**src/rtl/mips_ctrl_pkg.sv**
```systemverilog
// Shared types and codes for the multicycle MIPS control FSM.
package mips_ctrl_pkg;

  typedef enum logic [3:0] {
    S_FETCH  = 4'h0,
    S_DECODE = 4'h1,
    S_MADDR  = 4'h2,
    S_MEMLW  = 4'h3,
    S_MEMR   = 4'h4,
    S_MEMSW  = 4'h5,
    S_EXEC   = 4'h6,
    S_RCOMP  = 4'h7,
    S_BRANCH = 4'h8,
    S_JUMP   = 4'h9,
    S_IMMEX  = 4'hA,
    S_IMMWB  = 4'hB,
    S_ERROR  = 4'hE,
    S_INIT   = 4'hF
  } fsm_state;

  localparam logic [5:0] OP_R    = 6'h00;
  localparam logic [5:0] OP_J    = 6'h02;
  localparam logic [5:0] OP_BEQ  = 6'h04;
  localparam logic [5:0] OP_BNE  = 6'h05;
  localparam logic [5:0] OP_ADDI = 6'h08;
  localparam logic [5:0] OP_SLTI = 6'h0A;
  localparam logic [5:0] OP_ANDI = 6'h0C;
  localparam logic [5:0] OP_ORI  = 6'h0D;
  localparam logic [5:0] OP_LW   = 6'h23;
  localparam logic [5:0] OP_SW   = 6'h2B;

  localparam logic [2:0] ALU_ADD   = 3'b000;
  localparam logic [2:0] ALU_SUB   = 3'b001;
  localparam logic [2:0] ALU_FUNCT = 3'b010;
  localparam logic [2:0] ALU_AND   = 3'b011;
  localparam logic [2:0] ALU_OR    = 3'b100;
  localparam logic [2:0] ALU_SLT   = 3'b101;

  localparam logic [1:0] SRCB_B      = 2'b00;
  localparam logic [1:0] SRCB_FOUR   = 2'b01;
  localparam logic [1:0] SRCB_IMM    = 2'b10;
  localparam logic [1:0] SRCB_IMM_SH = 2'b11;

  localparam logic [1:0] PCS_ALU    = 2'b00;
  localparam logic [1:0] PCS_ALUOUT = 2'b01;
  localparam logic [1:0] PCS_JUMP   = 2'b10;

endpackage

```
**src/rtl/mips_imm_aluop_dec.sv**
```systemverilog
// I-type opcode to ALU operation and immediate-extension select.
module mips_imm_aluop_dec
  import mips_ctrl_pkg::*;
#(
  parameter int OPW = 6
) (
  input  logic [OPW-1:0] i_opcode,
  output logic [2:0]     o_alu_op,
  output logic           o_ext_zero
);

  // Logical ops take a zero-extended immediate; arithmetic/compare sign-extend.
  always_comb begin
    o_alu_op   = ALU_ADD;
    o_ext_zero = 1'b0;
    case (i_opcode)
      OPW'(OP_ADDI): o_alu_op = ALU_ADD;
      OPW'(OP_ANDI): begin o_alu_op = ALU_AND; o_ext_zero = 1'b1; end
      OPW'(OP_ORI):  begin o_alu_op = ALU_OR;  o_ext_zero = 1'b1; end
      OPW'(OP_SLTI): o_alu_op = ALU_SLT;
      default:       o_alu_op = ALU_ADD;
    endcase
  end

endmodule

```
**src/rtl/mips_multicycle_ctrl.sv**
```systemverilog
// Multicycle MIPS control FSM with memory wait states, access timeout and sticky error.
// Optional: define MIPS_CTRL_BNE_EN to decode BNE into the BRANCH state with BranchNe=1.
module mips_multicycle_ctrl
  import mips_ctrl_pkg::*;
#(
  parameter int OPW     = 6,
  parameter int TOW     = 4,
  parameter int TIMEOUT = 12
) (
  input  logic           clk,
  input  logic           rst,
  input  logic [OPW-1:0] opcode,
  input  logic           mem_ready,
  output logic           PCWriteCond,
  output logic           PCWrite,
  output logic           IorD,
  output logic           MemRead,
  output logic           MemWrite,
  output logic           MemtoReg,
  output logic           IRWrite,
  output logic           RegWrite,
  output logic           RegDst,
  output logic           ALUSrcA,
  output logic           ExtZero,
  output logic           BranchNe,
  output logic [1:0]     PCSource,
  output logic [1:0]     ALUSrcB,
  output logic [2:0]     ALUOp,
  output logic           retire,
  output logic           err,
  output logic [3:0]     curr_state
);

  fsm_state         r_state;
  fsm_state         w_next;
  logic [TOW-1:0]   r_wait_cnt;
  logic [TOW-1:0]   w_wait_nxt;
  logic             w_is_wait;
  logic             w_tmo;
  logic [2:0]       w_imm_alu_op;
  logic             w_imm_ext_zero;

  mips_imm_aluop_dec #(.OPW(OPW)) u_imm_dec (
    .i_opcode   (opcode),
    .o_alu_op   (w_imm_alu_op),
    .o_ext_zero (w_imm_ext_zero)
  );

  assign w_is_wait = (r_state == S_FETCH) || (r_state == S_MEMLW) || (r_state == S_MEMSW);
  assign w_tmo     = (r_wait_cnt == TOW'(TIMEOUT - 1)) && !mem_ready;

  always_ff @(posedge clk) begin
    if (rst) begin
      r_state    <= S_INIT;
      r_wait_cnt <= '0;
    end else begin
      r_state    <= w_next;
      r_wait_cnt <= w_wait_nxt;
    end
  end

  always_comb begin
    w_next = S_ERROR;
    case (r_state)
      S_INIT:   w_next = S_FETCH;
      S_FETCH:  w_next = mem_ready ? S_DECODE : (w_tmo ? S_ERROR : S_FETCH);
      S_DECODE: begin
        case (opcode)
          OPW'(OP_LW), OPW'(OP_SW):                     w_next = S_MADDR;
          OPW'(OP_R):                                   w_next = S_EXEC;
          OPW'(OP_BEQ):                                 w_next = S_BRANCH;
`ifdef MIPS_CTRL_BNE_EN
          OPW'(OP_BNE):                                 w_next = S_BRANCH;
`endif
          OPW'(OP_J):                                   w_next = S_JUMP;
          OPW'(OP_ADDI), OPW'(OP_ANDI),
          OPW'(OP_ORI),  OPW'(OP_SLTI):                 w_next = S_IMMEX;
          default:                                      w_next = S_ERROR;
        endcase
      end
      S_MADDR: begin
        if (opcode == OPW'(OP_LW))      w_next = S_MEMLW;
        else if (opcode == OPW'(OP_SW)) w_next = S_MEMSW;
        else                            w_next = S_ERROR;
      end
      S_MEMLW:  w_next = mem_ready ? S_MEMR  : (w_tmo ? S_ERROR : S_MEMLW);
      S_MEMSW:  w_next = mem_ready ? S_FETCH : (w_tmo ? S_ERROR : S_MEMSW);
      S_MEMR:   w_next = S_FETCH;
      S_EXEC:   w_next = S_RCOMP;
      S_RCOMP:  w_next = S_FETCH;
      S_IMMEX:  w_next = S_IMMWB;
      S_IMMWB:  w_next = S_FETCH;
      S_BRANCH: w_next = S_FETCH;
      S_JUMP:   w_next = S_FETCH;
      default:  w_next = S_ERROR;
    endcase
    // Counter restarts whenever a wait state is newly entered.
    if (w_next != r_state)            w_wait_nxt = '0;
    else if (w_is_wait && !mem_ready) w_wait_nxt = r_wait_cnt + 1'b1;
    else                              w_wait_nxt = r_wait_cnt;
  end

  always_comb begin
    PCWriteCond = 1'b0;
    PCWrite     = 1'b0;
    IorD        = 1'b0;
    MemRead     = 1'b0;
    MemWrite    = 1'b0;
    MemtoReg    = 1'b0;
    IRWrite     = 1'b0;
    RegWrite    = 1'b0;
    RegDst      = 1'b0;
    ALUSrcA     = 1'b0;
    ExtZero     = 1'b0;
    BranchNe    = 1'b0;
    PCSource    = PCS_ALU;
    ALUSrcB     = SRCB_B;
    ALUOp       = ALU_ADD;
    retire      = 1'b0;
    err         = 1'b0;
    curr_state  = r_state;
    case (r_state)
      S_FETCH: begin
        MemRead = 1'b1;
        ALUSrcB = SRCB_FOUR;
        IRWrite = mem_ready;
        PCWrite = mem_ready;
      end
      S_DECODE: ALUSrcB = SRCB_IMM_SH;
      S_MADDR: begin
        ALUSrcA = 1'b1;
        ALUSrcB = SRCB_IMM;
      end
      S_MEMLW: begin
        MemRead = 1'b1;
        IorD    = 1'b1;
      end
      S_MEMSW: begin
        MemWrite = 1'b1;
        IorD     = 1'b1;
        retire   = mem_ready;
      end
      S_MEMR: begin
        RegWrite = 1'b1;
        MemtoReg = 1'b1;
        retire   = 1'b1;
      end
      S_EXEC: begin
        ALUSrcA = 1'b1;
        ALUOp   = ALU_FUNCT;
      end
      S_RCOMP: begin
        RegWrite = 1'b1;
        RegDst   = 1'b1;
        retire   = 1'b1;
      end
      S_IMMEX: begin
        ALUSrcA = 1'b1;
        ALUSrcB = SRCB_IMM;
        ALUOp   = w_imm_alu_op;
        ExtZero = w_imm_ext_zero;
      end
      S_IMMWB: begin
        RegWrite = 1'b1;
        retire   = 1'b1;
      end
      S_BRANCH: begin
        ALUSrcA     = 1'b1;
        ALUOp       = ALU_SUB;
        PCWriteCond = 1'b1;
        PCSource    = PCS_ALUOUT;
        retire      = 1'b1;
`ifdef MIPS_CTRL_BNE_EN
        BranchNe    = (opcode == OPW'(OP_BNE));
`else
        BranchNe    = 1'b0;
`endif
      end
      S_JUMP: begin
        PCWrite  = 1'b1;
        PCSource = PCS_JUMP;
        retire   = 1'b1;
      end
      S_ERROR: err = 1'b1;
      default: ;
    endcase
  end

endmodule

```
**config.mk**
```make
export PLATFORM = sky130hd
export DESIGN_NAME = mips_multicycle_ctrl
export DESIGN_NICKNAME = d
export VERILOG_FILES = /design/src/rtl/mips_ctrl_pkg.sv /design/src/rtl/mips_imm_aluop_dec.sv /design/src/rtl/mips_multicycle_ctrl.sv
export SDC_FILE = /design/constraint.sdc
export NUM_CORES = 1
export LEC_CHECK = 0
export ABC_CLOCK_PERIOD_IN_PS = 2900
export BUFFER_PORTS_ARGS = -buffer_cell sky130_fd_sc_hd__buf_2
export CAP_MARGIN = 0
export CORE_MARGIN = 2
export CORE_UTILIZATION = 54
export CTS_CLUSTER_SIZE = 16
export DETAILED_ROUTE_END_ITERATION = 6
export GPL_TIMING_DRIVEN = 0
export HOLD_SLACK_MARGIN = 0.03
export PLACE_DENSITY = 0.81
export SYNTH_ARGS = -nofsm -noshare
export SYNTH_HDL_FRONTEND = slang
export SYNTH_HIERARCHICAL = 1
export SYNTH_SLANG_ARGS = --single-unit
```
**constraint.sdc**
```tcl
create_clock -name clk -period 2.9 [get_ports clk]
set_input_delay 0.435 -clock clk [delete_from_list [all_inputs] [get_ports clk]]
set_output_delay 0.435 -clock clk [all_outputs]
set_load 0.005 [all_outputs]
```
==> results of run 1 <==
==> logic make-up (layout without fill, tap and decap cells) <==
logic type,after synthesis,in the layout,share of synthesized area [%]
AOI/OAI and AO/OA,38,38,27.3
xor gates and xnor gates,7,7,6.10
adders and majority gates,1,1,1.25
buffers and inverters,17,52,7.85
DFF,8,8,15.9
muxes,2,2,1.99
other,1,1,0.373
and+or+nand+nor,73,73,39.2
==> through the flow <==
step / utilization, % / std cells
after floorplan: - / 147
after global placement: 68.5 / 204
after detailed placement: 68.5 / 204
after CTS: 69.8 / 207
after global routing: 69.8 / 207
final: 69.8 / 207
==> where the power goes <==
group          internal [uW]  switching (uW)
Sequential               131            22.6
Combinational            230             367
Clock                   47.7            43.7
==> state kept, by name, indices dropped and copies added, names as in the netlist <==
name,flops
r_wait_cnt,4
curr_state,4
==> per-layer routing <==
metal | routed length, um | vias to the layer above | global-route usage [%]
met4 | 34 | 0 | 3.33
met3 | 281 | 10 | 6.15
met5 | 0 | - | 0
met2 | 1260 | 78 | 48.2
met1 | 1300 | 583 | 37.9
li1 | - | 609 | -
==> layout by cell type, fill, tap and decap left out, types with 2 or more instances in the layout <==
master,count
o21ai_0,6
mux2i_1,2
buf_4,2
nor3_2,2
buf_2,38
a21oi_1,9
nand4bb_1,2
nor2b_1,2
dfxtp_1,8
xnor2_1,2
nor4_1,2
o221ai_1,3
clkbuf_1,3
clkbuf_4,3
nand2b_1,4
xor2_1,5
and3_1,6
nor3_1,10
nor2_1,18
nand2_1,14
inv_1,5
o311ai_0,3
a31oi_1,3
nand3_1,3
==> layout make-up <==
cell class / count / area, um2
Timing Repair Buffer: 32 / 160
Sequential cell: 8 / 160
Tap cell: 25 / 31.3
Multi-Input combinational cell: 122 / 766
Buffer: 11 / 56.3
Inverter: 6 / 22.5
Fill cell: 146 / 527
Clock buffer: 3 / 22.5
==> tightest hold or removal path, stage by stage <==
cell and delay, ps:
buf_2 130, inv_1 50, nand2_1 40
==> worst min path at each step <==
stage	start	end	cells after the start
detailed placement	r_wait_cnt[3]	r_wait_cnt[3]	2
finish	rst	curr_state[2]	3
floorplan	r_wait_cnt[1]	r_wait_cnt[1]	2
CTS	rst	curr_state[2]	3
global placement	r_wait_cnt[1]	r_wait_cnt[1]	2
global route	rst	curr_state[2]	3
==> out/summary.txt, run 1 <==
Synth top area share: 15.9%
Total track usage: 28.3%
Io pins: 34
Core box area: 1750 um2
Outcome: finished clean
CTS Buffer Depth: 2
RSZ-0062 raised after global routing: false
Syn Inst Count: 147
Total number of vias: 1,280
Crit. path cell count: 5
Routed len/inst: 13.9 um
Root Buffer: clkbuf_4
Drt first pass iters: 4
Total power draw: 842 uW
Worst-Margin Slew: 509 ps
CP delay by family, top: buffers and inverters
Crit path capture: PCWrite
Max-cap violations: 0
Post-CTS Setup Bufs: 0
Most common cell in the netlist: nor2_1
Post-synthesis average cell area: 6.83 um2
Core Rows: 15
Fin worst setup slack: 563 ps
Synth Register Bits: 8
Sum Neg Setup Slack: 0 ps
Post-route ant nets: 0
Synthesized net count: 157
Critical Path Source Type: flop
Vias in the first global route: 1,076
Clock sinks: 8
Hold-fix buffers at CTS: 0
Max-slew violations: 0
Worst setup EP type: output port
Final WL: 2870 um
Share of layout cells above drive strength 1: 26.9%
Yosys top cell by area: dfxtp_1
Diode count: 0
IO buf count: 32
Final HPWL from detailed placement: 2170 um
Asr flop ratio synth: 0%
Register-to-Register Setup Slack: 690 ps
Hold Vio Cnt, Final: 0
Post-synthesis sequential area ratio: 15.9%
Initial Utilization: 57.6%
Endpoints failing setup: 0
CP Data Required Time: 2470 ps
R2R Path Start: curr_state[3]
Max transition margin: 65.7%
CTS Buf Count: 3
Area grow syn2layout: 21.3%
Top_reg_cell synth: dfxtp_1
Crit path time final: 2340 ps
Routed vias/inst: 6.18
CP max-delay cell: dfxtp_1
Clock-pin slew on the worst setup and hold paths: 50 ps
Post-Layout Inst Area: 1220 um2
Initial DRC count: 46
Worst path cell trace: clkbuf_1 > buf_2 > nor3_1 > or2_2 > buf_2
Post-synth EDFFs: 0
Most frequent CP cell: buf_2
DRC: 0
Yosys warns: 6
Hold crit path type: input port to flop
Power per cell area: 691 nW/um2
Dominant cells by area after synthesis: dfxtp_1 (16%), nor2_1 (6.7%), nand2_1 (5.2%), nor3_1 (5.0%), a21oi_1 (4.5%)
Initial antenna violation count: 0
FF-to-FF path depth: 7
Clk_skew: 14.5 ps
Die area: 2220 um2
Worst path max stage delay: 470 ps
Final nets: 194
Chip width: 47.1 um
TritonCTS clock tree: done
First-pass GRT wire length: 4570 um
Worst skew pair latency: 270 ps
Crit Reg-Reg Endpoint: r_wait_cnt[1]
Critical Path AT: 1900 ps
RD Place Congestion: 0.928
Critical Path Source: curr_state[1]
Worst VDD drop: 0.570 mV
Post-CTS resize count: 0
Worst hold slack: 425 ps
Setup CP Type: flop to output port
Total gr overflow: 0
Placed inst area: 1200 um2
Yosys cell types: 50
Max Clk Rate: 0.428 GHz
H-Tree Depth: 1
Post-Syn Area: 1000 um2
Worst-path fanout max: 10
Fin crit share: 80.6%
DP Worst Slack: 663 ps
Worst Path Buf+Inv: 3
Die Ht: 47.1 um
Most instantiated cells after synthesis: nor2_1 (18), nand2_1 (14), nor3_1 (10)
Largest net degree at the start of global routing: 12
Lkg Pwr: 0.000547 uW
Note: power is estimated with default switching activity, not from simulation.
==> run 2: changes to the inputs <==
--- a/config.mk
+++ b/config.mk
@@ -5,16 +5,16 @@
 export SDC_FILE = /design/constraint.sdc
 export NUM_CORES = 1
 export LEC_CHECK = 0
-export ABC_CLOCK_PERIOD_IN_PS = 2900
+export ABC_CLOCK_PERIOD_IN_PS = 2300
 export BUFFER_PORTS_ARGS = -buffer_cell sky130_fd_sc_hd__buf_2
 export CAP_MARGIN = 0
 export CORE_MARGIN = 2
-export CORE_UTILIZATION = 54
+export CORE_UTILIZATION = 50
 export CTS_CLUSTER_SIZE = 16
 export DETAILED_ROUTE_END_ITERATION = 6
 export GPL_TIMING_DRIVEN = 0
 export HOLD_SLACK_MARGIN = 0.03
-export PLACE_DENSITY = 0.81
+export PLACE_DENSITY = 0.75
 export SYNTH_ARGS = -nofsm -noshare
 export SYNTH_HDL_FRONTEND = slang
 export SYNTH_HIERARCHICAL = 1
==> constraint.sdc (replaced) <==
create_clock -name clk -period 2.3 [get_ports clk]
set_input_delay 0.345 -clock clk [delete_from_list [all_inputs] [get_ports clk]]
set_output_delay 0.345 -clock clk [all_outputs]
set_load 0.005 [all_outputs]
==> out/summary.txt, run 2 (synthesis gave the netlist of run 1 again) <==
Combinational power share: 71.5%
CP max-delay cell: buf_1
Post-Layout Inst Area: 1220 um2
CP Data Required Time: 1960 ps
Clock power share: 10.0%
Routed vias/inst: 5.85
Endpoints failing setup: 0
Critical Path Source Type: flop
Total track usage: 24.6%
Most frequent CP cell: buf_2
Clock-pin slew on the worst setup and hold paths: 60 ps
Final HPWL from detailed placement: 2200 um
Placed inst area: 1200 um2
Setup CP Type: flop to output port
Critical Path AT: 1820 ps
Post-CTS Setup Bufs: 0
Multi-input logic area: 768 um2
H-Tree Depth: 1
Critical Path Source: curr_state[0]
Total number of vias: 1,223
Post-CTS resize count: 0
Final nets: 194
RSZ-0062 raised after global routing: false
Final WL: 2830 um
Switching Fraction: 50.9%
R2R Path Start: curr_state[3]
Largest net degree at the start of global routing: 12
NetSw: 536 uW
Fillcell total: 190
IO buf count: 32
Total gr overflow: 0
CTS Buf Count: 3
Die area: 2380 um2
First-pass GRT wire length: 4800 um
Outcome: finished clean
Worst skew pair latency: 250 ps
Max-cap violations: 0
Initial Utilization: 52.3%
DP Worst Slack: 150 ps
Max Clk Rate: 0.461 GHz
Power per cell area: 859 nW/um2
Initial antenna violation count: 0
Initial DRC count: 41
Clk_skew: 9.46 ps
Fin crit share: 94.3%
Post-route ant nets: 0
Root Buffer: clkbuf_4
Routed len/inst: 13.6 um
Core box area: 1920 um2
Worst path max stage delay: 390 ps
Internal power: 517 uW
Crit path time final: 2170 ps
Flop pwr share: 18.5%
Lkg Pwr: 0.000550 uW
Worst VDD drop: 0.574 mV
Core Rows: 16
RD Place Congestion: 0.950
Hold-fix buffers at CTS: 0
Vias in the first global route: 1,108
Max-slew violations: 0
Most frequent cells in the layout: buf_2 (38), nor2_1 (17), nand2_1 (14)
Hold crit path type: input port to flop
Fin worst setup slack: 130 ps
Worst hold slack: 343 ps
Sum Neg Setup Slack: 0 ps
Die Ht: 48.8 um
Drt first pass iters: 4
Worst-path fanout max: 10
Hold path start: rst
FF/Latch Area: 160 um2
Io pins: 34
Most common cell after layout, fill and taps aside: buf_2
Diode count: 0
TritonCTS clock tree: done
DRC: 0
Area grow syn2layout: 21.9%
Chip width: 48.8 um
Worst path cell trace: buf_2 > buf_1 > nor3_1 > or2_2 > buf_2
CTS Buffer Depth: 2
Worst setup EP type: output port
Share of layout cells above drive strength 1: 28.0%
Clock sinks: 8
Hold Vio Cnt, Final: 0
## run 2: path summary, 6_finish.rpt
kind                         to  cells after the start  slack, ps
setup / recovery        PCWrite                      5        130
hold / removal    curr_state[2]                      3        340
setup reg to reg  r_wait_cnt[1]                      7        210
hold reg to reg   r_wait_cnt[1]                      2        570
## run 2: cell type report
cell class	instances	share of cell area, %
repair buffers	32	13.1
flip-flops and latches	8	13.1
clock buffers	3	1.84
plain buffers	11	4.70
well taps	27	2.76
multi-input cells	122	62.7
inverters	6	1.84
## run 2: critical path, delay by kind of cell, from the launching register on
family | cells | cell delay [ps]
AND/OR/NAND/NOR | 2 | 450
flip-flops | 1 | 380
buffers and inverters | 3 | 740
## run 2: stage by stage
stage               power [uW]  instances  util [%]
global placement           919        206      62.4
detailed placement         931        206      62.4
CTS                       1040        209      63.5
global route              1150        209      63.7
floorplan                  708        147         -
finish                    1050        209      63.7
## run 2: power groups by stage
| stage | sequential [uW] | clock (uW) | combinational [uW] |
|---|---|---|---|
| after floorplan | 191 | 0 | 517 |
| after global placement | 194 | 0 | 726 |
| after detailed placement | 196 | 0 | 735 |
| after CTS | 193 | 112 | 739 |
| after global routing | 197 | 120 | 836 |
| final | 195 | 106 | 752 |
## run 2: per-layer routing
| metal | GRT usage, % | vias to the layer above | share of wire [%] |
|---|---|---|---|
| met5 | 0 | - | 0 |
| met4 | 6.19 | 0 | 1.2 |
| met3 | 3.68 | 4 | 10 |
| met2 | 40.4 | 74 | 45 |
| met1 | 33.7 | 537 | 44 |
| li1 | - | 608 | - |
